## src/rtl/udp_tx_arbiter_pkg.sv

```systemverilog
// Shared types and defaults for the two-source udp_tx arbiter.
package udp_tx_arbiter_pkg;

  typedef enum logic [1:0] {
    IDLE      = 2'd0,
    START     = 2'd1,
    WAIT_DONE = 2'd2,
    GAP       = 2'd3
  } state_t;

  localparam int unsigned IFG_CYCLES_DEF     = 12;
  localparam int unsigned TIMEOUT_CYCLES_DEF = 65535;

  function automatic logic [1:0] onehot2(input logic idx);
    return idx ? 2'b10 : 2'b01;
  endfunction

endpackage

```

## src/rtl/udp_tx_arbiter_rr_arb2.sv

```systemverilog
// Two-way round-robin pick: on a tie, the source not served last wins.
module rr_arb2
  import udp_tx_arbiter_pkg::*;
(
  input  logic [1:0] req,
  input  logic       last,
  output logic [1:0] gnt,
  output logic       idx
);

  always_comb begin
    gnt = 2'b00;
    idx = 1'b0;
    case (req)
      2'b01: begin
        gnt = 2'b01;
        idx = 1'b0;
      end
      2'b10: begin
        gnt = 2'b10;
        idx = 1'b1;
      end
      2'b11: begin
        idx = ~last;
        gnt = onehot2(~last);
      end
      default: begin
        gnt = 2'b00;
        idx = 1'b0;
      end
    endcase
  end

endmodule

```

## src/rtl/udp_tx_arbiter.sv

```systemverilog
// Shares one udp_tx engine between two frame sources with an inter-frame gap.
// Define UDP_ARB_TIMEOUT_EN to enable the WAIT_DONE watchdog.
module udp_tx_arbiter
  import udp_tx_arbiter_pkg::*;
#(
  parameter int unsigned NUM_SRC        = 2,
  parameter int unsigned IFG_CYCLES     = IFG_CYCLES_DEF,
  parameter int unsigned TIMEOUT_CYCLES = TIMEOUT_CYCLES_DEF
) (
  input  logic                  clk,
  input  logic                  rst,
  input  logic [NUM_SRC-1:0]    src_req,
  input  logic [16*NUM_SRC-1:0] src_byte_num,
  input  logic [8*NUM_SRC-1:0]  src_data,
  output logic [NUM_SRC-1:0]    src_grant,
  output logic [NUM_SRC-1:0]    src_rd_en,
  output logic [NUM_SRC-1:0]    src_done,
  output logic                  tx_start_en,
  output logic [15:0]           tx_byte_num,
  output logic [7:0]            tx_data,
  input  logic                  tx_req,
  input  logic                  tx_done,
  output logic                  busy,
  output logic                  timeout_err
);

`ifdef UDP_ARB_TIMEOUT_EN
  localparam bit TO_EN = 1'b1;
`else
  localparam bit TO_EN = 1'b0;
`endif

  localparam logic [7:0]  GAP_LAST = 8'(IFG_CYCLES - 1);
  localparam logic [15:0] TO_LAST  = 16'(TIMEOUT_CYCLES - 1);

  state_t      state_q, state_d;
  logic [1:0]  grant_q, grant_d;
  logic        gidx_q, gidx_d;
  logic [15:0] bytes_q, bytes_d;
  logic        start_q, start_d;
  logic [1:0]  done_q, done_d;
  logic        busy_q, busy_d;
  logic        last_q, last_d;
  logic [7:0]  gap_q, gap_d;
  logic [15:0] to_q, to_d;
  logic        terr_q, terr_d;

  logic [1:0]  pick_gnt;
  logic        pick_idx;
  logic [15:0] pick_bytes;

  rr_arb2 u_rr (
    .req  (src_req),
    .last (last_q),
    .gnt  (pick_gnt),
    .idx  (pick_idx)
  );

  assign pick_bytes = pick_idx ? src_byte_num[31:16]
                               : src_byte_num[15:0];

  always_comb begin
    state_d = state_q;
    grant_d = grant_q;
    gidx_d  = gidx_q;
    bytes_d = bytes_q;
    start_d = 1'b0;
    done_d  = 2'b00;
    last_d  = last_q;
    gap_d   = gap_q;
    to_d    = to_q;
    terr_d  = 1'b0;
    unique case (state_q)
      IDLE: begin
        if (|src_req) begin
          state_d = START;
          grant_d = pick_gnt;
          gidx_d  = pick_idx;
          bytes_d = pick_bytes;
          start_d = (pick_bytes != 16'd0);
        end
      end
      START: begin
        // empty frame: complete it without ever starting udp_tx
        if (bytes_q == 16'd0) begin
          done_d  = grant_q;
          grant_d = 2'b00;
          last_d  = gidx_q;
          gap_d   = 8'd0;
          state_d = GAP;
        end else begin
          to_d    = 16'd0;
          state_d = WAIT_DONE;
        end
      end
      WAIT_DONE: begin
        if (tx_done) begin
          done_d  = grant_q;
          grant_d = 2'b00;
          last_d  = gidx_q;
          gap_d   = 8'd0;
          state_d = GAP;
        end else if (TO_EN && to_q == TO_LAST) begin
          terr_d  = 1'b1;
          grant_d = 2'b00;
          last_d  = gidx_q;
          gap_d   = 8'd0;
          state_d = GAP;
        end else if (TO_EN) begin
          to_d = to_q + 16'd1;
        end
      end
      GAP: begin
        if (gap_q == GAP_LAST) begin
          gap_d   = 8'd0;
          state_d = IDLE;
        end else begin
          gap_d = gap_q + 8'd1;
        end
      end
    endcase
    busy_d = (state_d != IDLE);
  end

  always_ff @(posedge clk or posedge rst) begin
    if (rst) begin
      state_q <= IDLE;
      grant_q <= 2'b00;
      gidx_q  <= 1'b0;
      bytes_q <= 16'd0;
      start_q <= 1'b0;
      done_q  <= 2'b00;
      busy_q  <= 1'b0;
      last_q  <= 1'b1;
      gap_q   <= 8'd0;
      to_q    <= 16'd0;
      terr_q  <= 1'b0;
    end else begin
      state_q <= state_d;
      grant_q <= grant_d;
      gidx_q  <= gidx_d;
      bytes_q <= bytes_d;
      start_q <= start_d;
      done_q  <= done_d;
      busy_q  <= busy_d;
      last_q  <= last_d;
      gap_q   <= gap_d;
      to_q    <= to_d;
      terr_q  <= terr_d;
    end
  end

  always_comb begin
    tx_data = 8'h00;
    if (grant_q[0]) begin
      tx_data = src_data[7:0];
    end else if (grant_q[1]) begin
      tx_data = src_data[15:8];
    end
  end

  assign src_rd_en   = (state_q == WAIT_DONE) ? (grant_q & {2{tx_req}})
                                              : 2'b00;
  assign src_grant   = grant_q;
  assign src_done    = done_q;
  assign tx_start_en = start_q;
  assign tx_byte_num = bytes_q;
  assign busy        = busy_q;
  assign timeout_err = terr_q;

endmodule

```

## config.mk

```make
export PLATFORM = sky130hd
export DESIGN_NAME = udp_tx_arbiter
export DESIGN_NICKNAME = d
export VERILOG_FILES = /design/src/rtl/udp_tx_arbiter_pkg.sv /design/src/rtl/udp_tx_arbiter_rr_arb2.sv /design/src/rtl/udp_tx_arbiter.sv
export SDC_FILE = /design/constraint.sdc
export NUM_CORES = 1
export LEC_CHECK = 0
export BUFFER_PORTS_ARGS = -buffer_cell sky130_fd_sc_hd__buf_2
export CORE_UTILIZATION = 43
export DETAILED_ROUTE_END_ITERATION = 7
export PLACE_DENSITY_LB_ADDON = 0.2
export SETUP_SLACK_MARGIN = 0.5
export SLEW_MARGIN = 20
export SYNTH_ARGS = -nofsm -noshare
export SYNTH_HDL_FRONTEND = slang
export SYNTH_SLANG_ARGS = --single-unit
```

## constraint.sdc

```tcl
create_clock -name clk -period 2.4 [get_ports clk]
set_clock_uncertainty 0.15 [all_clocks]
set_input_delay 0.24 -clock clk [delete_from_list [all_inputs] [get_ports clk]]
set_output_delay 0.24 -clock clk [all_outputs]
set_load 0.1 [all_outputs]
```

==> summary.md, run 1 <==
| Metric | Value |
|---|---|
| Uppermost layer routed | met4 |
| Maximum clock rate | about 500 MHz |
| Yosys reg bits | 34 |
| Vias in the first global route | 1,947 |
| Total number of vias | approximately 2k |
| First-pass GRT wire length | about 9.2 mm |
| Mux contribution to synthesized area | 0.1036 |
| Synth cell count leaders | dfrtp_1 (33), nand2_1 (21), o21ai_0 (20) |
| Antenna viol nets, final | 0 |
| RSZ-0062 raised after global routing | true |
| Largest family of logic cells by synthesized area | compound AO/OA/AOI/OAI gates |
| Synth warn | 0 |
| Max H-tree Level | 2 |
| Initial antenna violation count | 0 |
| Slew Viols, Final | 0 |
| DR pass1 iterations | 4 |
| Die Span Y | roughly 70 µm |
| TritonCTS clock tree | built |
| CP Capture Type | flop |
| Largest net degree at the start of global routing | 35 |
| Final #Nets | ~360 |
| Syn_nets | about 260 |
| # diodes | 0 |
| Mapped cell area | between 0.0015 and 0.002 mm² |
| Die Span X | ~70 µm |
| Post-synth EDFFs | 0 |
| Congestion Overflow GR | 0 |
| CP Class | flop to flop |
| Power density cells | around 1500 mW/mm² |
| Synth area leader | dfrtp_1 |
| Setup crit end | src_grant[1]$_DFFE_PP0P_ |
| HPWL Detailed | a little under 4 mm |
| Sequential fraction of the synthesis area | 0.4302 |
| Worst path slowest cell | dfrtp_4 |
| Reg2Reg Depth | 5 |
| Post-synth top flop | dfrtp_1 |
| Post-Synth Simple-Gate Area | 0.1794 |
| Slowest Stage Delay on Critical Path | 0.50 ns |
| Worst Hold Class | input port to flop |
| Share of cells above drive strength 1 | 0.5644 |
| Buffers on Ports | between 80 and 90 |
| Leak | roughly 1.4 nW |
| Clock Tree Buf Depth | 2 |
| Share of flip-flops with an asynchronous set or reset | 1.000 |
| Reg-to-reg critical path endpoint | src_grant[1]$_DFFE_PP0P_ |
| Final WL | 5.386 mm |
| Mean post-synth cell area | between 9 and 10 µm² |
| Synth Area in Adders | 0.04422 |
| Reg2reg start | tx_byte_num[11]$_DFFE_PP0P_ |
| Most common cell in the synthesized netlist | dfrtp_1 |
| DR iter-0 viols | 108 |
| Syn Inst Count | just over 200 |
| WL/cell | 15.17 µm |
| Max-cap viol count | 0 |
| Xor and xnor area share after synthesis | 0 |
| Internal reg-to-reg setup slack | roughly 0.39 ns |
| Via/cell ratio | 5.504 |
| IO Count | 87 |
| DRC Markers | 0 |
| Post-route minimum period | 2.009 ns |
| Unique masters post-synth | 47 |
| Worst Max-Slew Pin Slew | between 0.6 and 0.7 ns |
| Final worst-path cycle share | 0.8371 |
| # setup viols final | 0 |
| Root Buffer | clkbuf_8 |
| Detail Route met3 WL | about 260 µm |
| Clock-pin slew on the worst setup and hold paths | 0.08 ns |
| Compound-Gate Fraction of Synth Area | 0.2021 |
| Final setup margin | just under 0.4 ns |
| Core area | roughly 0.0044 mm² |
| Status | complete, no violations |
| Worst slew margin | 0.5587 |
| Total clock sinks | 34 |
| CP required | around 2.4 ns |
| Full die area | 0.004882 mm² |
| Worst-Skew Late Latency | 0.28 ns |
| CP max FO | 4 |
| TritonCTS Buffers | 5 |
| Top-area cell type share of the netlist area | 0.4169 |
| Synth-to-Final Area Change | 54.26% |
| CP Launch Type | flop |
| Fin. Hold Viols | 0 |
| Routed wl met2 | around 2.7 mm |
| CP arrival | slightly above 2 ns |
| Post-route met1 wirelength | roughly 2.4 mm |
| Area contributors post-synth | dfrtp_1 (42%), mux2i_1 (8.1%), o21ai_0 (5.1%) |
| Critical-path cell list | nor4_4 > a41oi_2 > buf_4 > a2111o_1 > mux2_2 |
| Starting density of the core | 0.4518 |
| Peak VDD IR | between 0.001 and 0.0015 V |
| # rows | 24 |
| Launch point of the worst path | tx_byte_num[11]$_DFFE_PP0P_ |
| Power Total | ~0.0047 W |
| Setup WS pre-CTS | about 0.23 ns |
| Fin Setup TNS | 0 ns |
| Routability congestion estimate | 0.8621 |
| GRT Total Usage | 0.2399 |
## stage by stage
step                      utilization  instance area (µm²)  cells  hold WS [ns]
after global routing           0.6969                 3055    355        0.1212
after global placement         0.6139                 2691    335        0.2059
after CTS                      0.6892                 3022    355       0.06891
after detailed placement       0.6139                 2691    335        0.2074
after floorplan                     -                 2197    203        0.1870
final                          0.6969                 3055    355        0.1018
## final cells by class
cell class	instances	area [µm²]
multi-input cells	151	1323
repair buffers	103	641.9
clock inverters	2	12.51
flip-flops and latches	34	904.6
inverters	7	26.28
clock buffers	6	82.58
well taps	52	65.06
fillers	351	1329
## worst min-delay path by stage
stage	slack [ns]	startpoint	endpoint	cells past startpoint
4_1_cts	0.07	src_req[0]	gidx_q$_DFFE_PP0P_	2
3_5_place_dp	0.21	rst	state_q[0]$_DFF_PP0_	3
5_1_grt	0.12	src_req[0]	gidx_q$_DFFE_PP0P_	2
6_report	0.10	src_req[0]	gidx_q$_DFFE_PP0P_	2
2_1_floorplan	0.19	src_req[0]	gidx_q$_DFFE_PP0P_	1
3_3_place_gp	0.21	rst	gap_q[3]$_DFFE_PP0P_	3
## repair_timing
action / CTS / global route
resized for setup: 32 / 13
setup buffers: 11 / 0
hold buffers: 1 / 0
pin swaps: 10 / 4
setup endpoints to repair: 23 / 33
endpoints found under the hold margin: 33 / 0
## kinds of logic (layout without fill, tap and decap cells)
kind of cell / count (synthesis) / after routing
flip-flops: 34 / 34
adder cells (fa/ha/maj): 7 / 7
other: 1 / 1
multiplexers: 20 / 20
AND/OR/NAND/NOR: 66 / 66
AO/OA/AOI/OAI: 57 / 57
buffers and inverters: 18 / 118
## registers in the layout, summed over array words and instances, names as in the netlist
signal,cells
src_done,2
last_q,1
busy,1
state_q,2
tx_byte_num,16
gidx_q,1
src_grant,2
gap_q,8
tx_start_en,1
## layout by cell type, fill, tap and decap left out, types with 3 or more instances in the layout
cell type / count
nor2_1: 6
buf_6: 11
inv_1: 6
o41ai_2: 3
dfrtp_4: 11
nor4_1: 8
a22o_4: 7
dfrtp_2: 9
mux2i_1: 16
a21oi_1: 3
buf_4: 15
buf_2: 75
ha_2: 4
mux2_2: 3
nand3_1: 3
and3_1: 3
nor2b_1: 3
o31ai_4: 4
nand2_1: 21
dfrtp_1: 13
o211ai_1: 3
o21ai_1: 3
nor4_4: 4
clkbuf_8: 6
o21ai_0: 16
## worst max-delay path: cells and delay by family (launching register included)
family / cells / cell delay [ns]
AOI/OAI and AO/OA: 2 / 0.47
DFF: 1 / 0.50
muxes: 1 / 0.28
buffers and inverters: 1 / 0.17
and+or+nand+nor: 1 / 0.33
## per-layer routing
| layer | GRT usage | vias to the layer above |
|---|---|---|
| li1 | - | 960 |
| met1 | 0.3077 | 935 |
| met2 | 0.4049 | 57 |
| met3 | 0.06349 | 2 |
| met4 | 0.05556 | 0 |
| met5 | 0 | - |
## power breakdown
group	switching [W]	total (W)	internal, W	leakage (nW)
clock	0.000207	0.000438	0.000230	0.0472
combinational	0.00230	0.00317	0.000875	0.979
sequential	0.000236	0.00110	0.000859	0.408
(Power assumes the default switching activity.)
==> inputs of run 2 (changes only) <==
==> constraint.sdc (replaced) <==
create_clock -name clk -period 1.7 [get_ports clk]
set_clock_uncertainty 0.15 [all_clocks]
set_input_delay 0.17 -clock clk [delete_from_list [all_inputs] [get_ports clk]]
set_output_delay 0.17 -clock clk [all_outputs]
set_load 0.1 [all_outputs]
==> summary.md, run 2 (same netlist as run 1, synthesis figures left out) <==
| Metric | Value |
|---|---|
| CP required | 1.73 ns (-0.70 ns) |
| Final setup margin | -0.4400 ns (-0.8309 ns) |
| Most frequent cells in the layout | buf_2 (53), buf_12 (35), buf_4 (35), buf_6 (28) |
| Most common cell after layout, fill and taps aside | buf_2 |
| Starting density of the core | 0.4518 (unchanged) |
| Final WL | 14.09 mm (+160%) |
| Worst-Skew Late Latency | 0.29 ns (about the same) |
| Leak | 1.948 nW (+36%) |
| Peak VDD IR | 0.001767 V (+24%) |
| CP arrival | 2.17 ns (+0.14 ns) |
| Share of cells above drive strength 1 | 0.6574 (+0.09303) |
| Die Span Y | 69.87 µm (unchanged) |
| HPWL Detailed | 4.454 mm (+12%) |
| Power density cells | 2398 mW/mm² (+56%) |
| Internal Pwr Total | 0.004817 W (+150%) |
| Vias in the first global route | 2,680 (+38%) |
| Via/cell ratio | 7.347 (+33%) |
| Slew Viols, Final | 0 (unchanged) |
| Clock Tree Buf Depth | 2 (unchanged) |
| Largest net degree at the start of global routing | 35 (unchanged) |
| Flip-flop count of the largest register after layout | 16 (unchanged) |
| CP Class | flop to flop |
| DRC Markers | 0 (unchanged) |
| Reg2Reg Depth | 5 (unchanged) |
| Setup WS pre-CTS | -0.3536 ns (-0.5876 ns) |
| Total number of vias | 3,027 (+55%) |
| GRT Total Usage | 0.4138 (+0.1740) |
| Maximum clock rate | 467.3 MHz (-6.1%) |
| First-pass GRT wire length | 15.15 mm (+64%) |
| Total clock sinks | 34 (unchanged) |
| Sequential power share | 0.168 (-0.065) |
| Hold depth | 2 (unchanged) |
| RSZ-0062 raised after global routing | true |
| CP Capture Type | flop |
| WL/cell | 34.20 µm (+130%) |
| Synth-to-Final Area Change | 111.9% |
| Congestion Overflow GR | 0 (unchanged) |
| Net Sw Frac | 0.5214 (-0.06117) |
| Worst slew margin | 0.07389 (-0.4848) |
| Antenna viol nets, final | 0 (unchanged) |
| Logic pwr share | 0.768 (+0.094) |
| Power Total | 0.01006 W (+110%) |
| Max-cap viol count | 0 (unchanged) |
| Worst Hold Class | input port to flop |
| Post-route minimum period | 2.140 ns (+0.1309 ns) |
| Fin. Hold Viols | 0 (unchanged) |
| Violated checks | setup timing |
| CP max FO | 3 (-1) |
| Routability congestion estimate | 0.8180 (-5.1%) |
| Worst Max-Slew Pin Slew | 1.376 ns (+0.7170 ns) |
| CP Launch Type | flop |
| # rows | 24 (unchanged) |
| TritonCTS Buffers | 5 (unchanged) |
| Root Buffer | clkbuf_8 |
| # setup viols final | 44 (+44) |
| Final worst-path cycle share | 1.259 (+0.4217) |
| DR pass1 iterations | 5 (+1) |
| Full die area | 0.004882 mm² (unchanged) |
| Clock-pin slew on the worst setup and hold paths | 0.08 ns (about the same) |
| IO Count | 87 (unchanged) |
| Max H-tree Level | 2 (unchanged) |
| Buffers on Ports | 85 (unchanged) |
| TritonCTS clock tree | built |
| Final #Nets | 419 (+15%) |
| Initial antenna violation count | 0 (unchanged) |
| Die Span X | 69.87 µm (unchanged) |
| Fin Setup TNS | -10.49 ns (-10.49 ns) |
| Psw | 0.005247 W (+91%) |
| Clock power frac | 0.064 (-0.029) |
| DR iter-0 viols | 434 (+300%) |
| Core area | 0.004384 mm² (unchanged) |
| Status | finished, violations left |
run 2: cell count changes in the layout (fill, tap and decap cells not counted), sizes merged:
cell      previous run  this run
buf                102       157
clkbuf               6         8
bufbuf               0         1
clkinv               1         0
clkinvlp             1         0
diode                0         1
run 2: worst max-delay path, stage by stage (launching register included):
cell and delay (ns):
dfrtp_4 0.50, nor4_4 0.35, a41oi_2 0.21, buf_4 0.19, a2111o_1 0.33, mux2_2 0.29
run 2: power groups by stage:
stage / Sequential, W / Clock (W) / Combinational, W
6_report: 0.00169 / 0.000645 / 0.00773
5_1_grt: 0.00168 / 0.000667 / 0.00782
4_1_cts: 0.00156 / 0.000623 / 0.00670
3_5_place_dp: 0.00145 / 0 / 0.00497
3_3_place_gp: 0.00143 / 0 / 0.00493
2_1_floorplan: 0.00307 / 0 / 0.00190
run 2: stage by stage:
step	utilization	instance area, µm²	hold WS (ns)	instances
CTS	0.9218	4041	0.01534	402
global route	0.9566	4194	0.06942	411
finish	0.9572	4197	0.05275	412
floorplan	-	2276	0.1170	203
global placement	0.7303	3202	0.1386	377
detailed placement	0.7303	3202	0.1401	377
run 2: layer usage:
layer  wire length [µm]  up-vias  GRT usage
met3               1898      172     0.1039
li1                   -     1075          -
met5                  0        -          0
met2               6219      381     0.6976
met4               1719        0     0.2178
met1               4253     1399     0.4836
run 2: path summary, 6_finish.rpt:
check / from / end / slack (ns)
worst max register to register: tx_byte_num[11]$_DFFE_PP0P_ / src_grant[1]$_DFFE_PP0P_ / -0.44
worst min register to register: gap_q[6]$_DFFE_PP0P_ / gap_q[6]$_DFFE_PP0P_ / 0.46
worst min-delay path: src_req[0] / gidx_q$_DFFE_PP0P_ / 0.05
worst max-delay path: tx_byte_num[11]$_DFFE_PP0P_ / src_grant[1]$_DFFE_PP0P_ / -0.44
max in group asynchronous: rst / src_grant[0]$_DFFE_PP0P_ / 0.58
min in group asynchronous: rst / gap_q[6]$_DFFE_PP0P_ / 0.44
run 2: final cells by class:
type	instances	area (µm²)
tap	52	65.06
timing repair buffer	159	1739
fill	94	187.7
antenna	1	2.502
multi-input combinational	151	1364
sequential	34	909.6
clock buffer	8	90.09
inverter	7	26.28
run 2: what timing repair did:
item,CTS,global route
endpoints found under the setup margin,66,66
gates resized for setup,137,24
hold buffers,1,0
gates cloned,5,0
pin swaps,11,6
hold endpoints to repair,33,0
buffers inserted,11,9
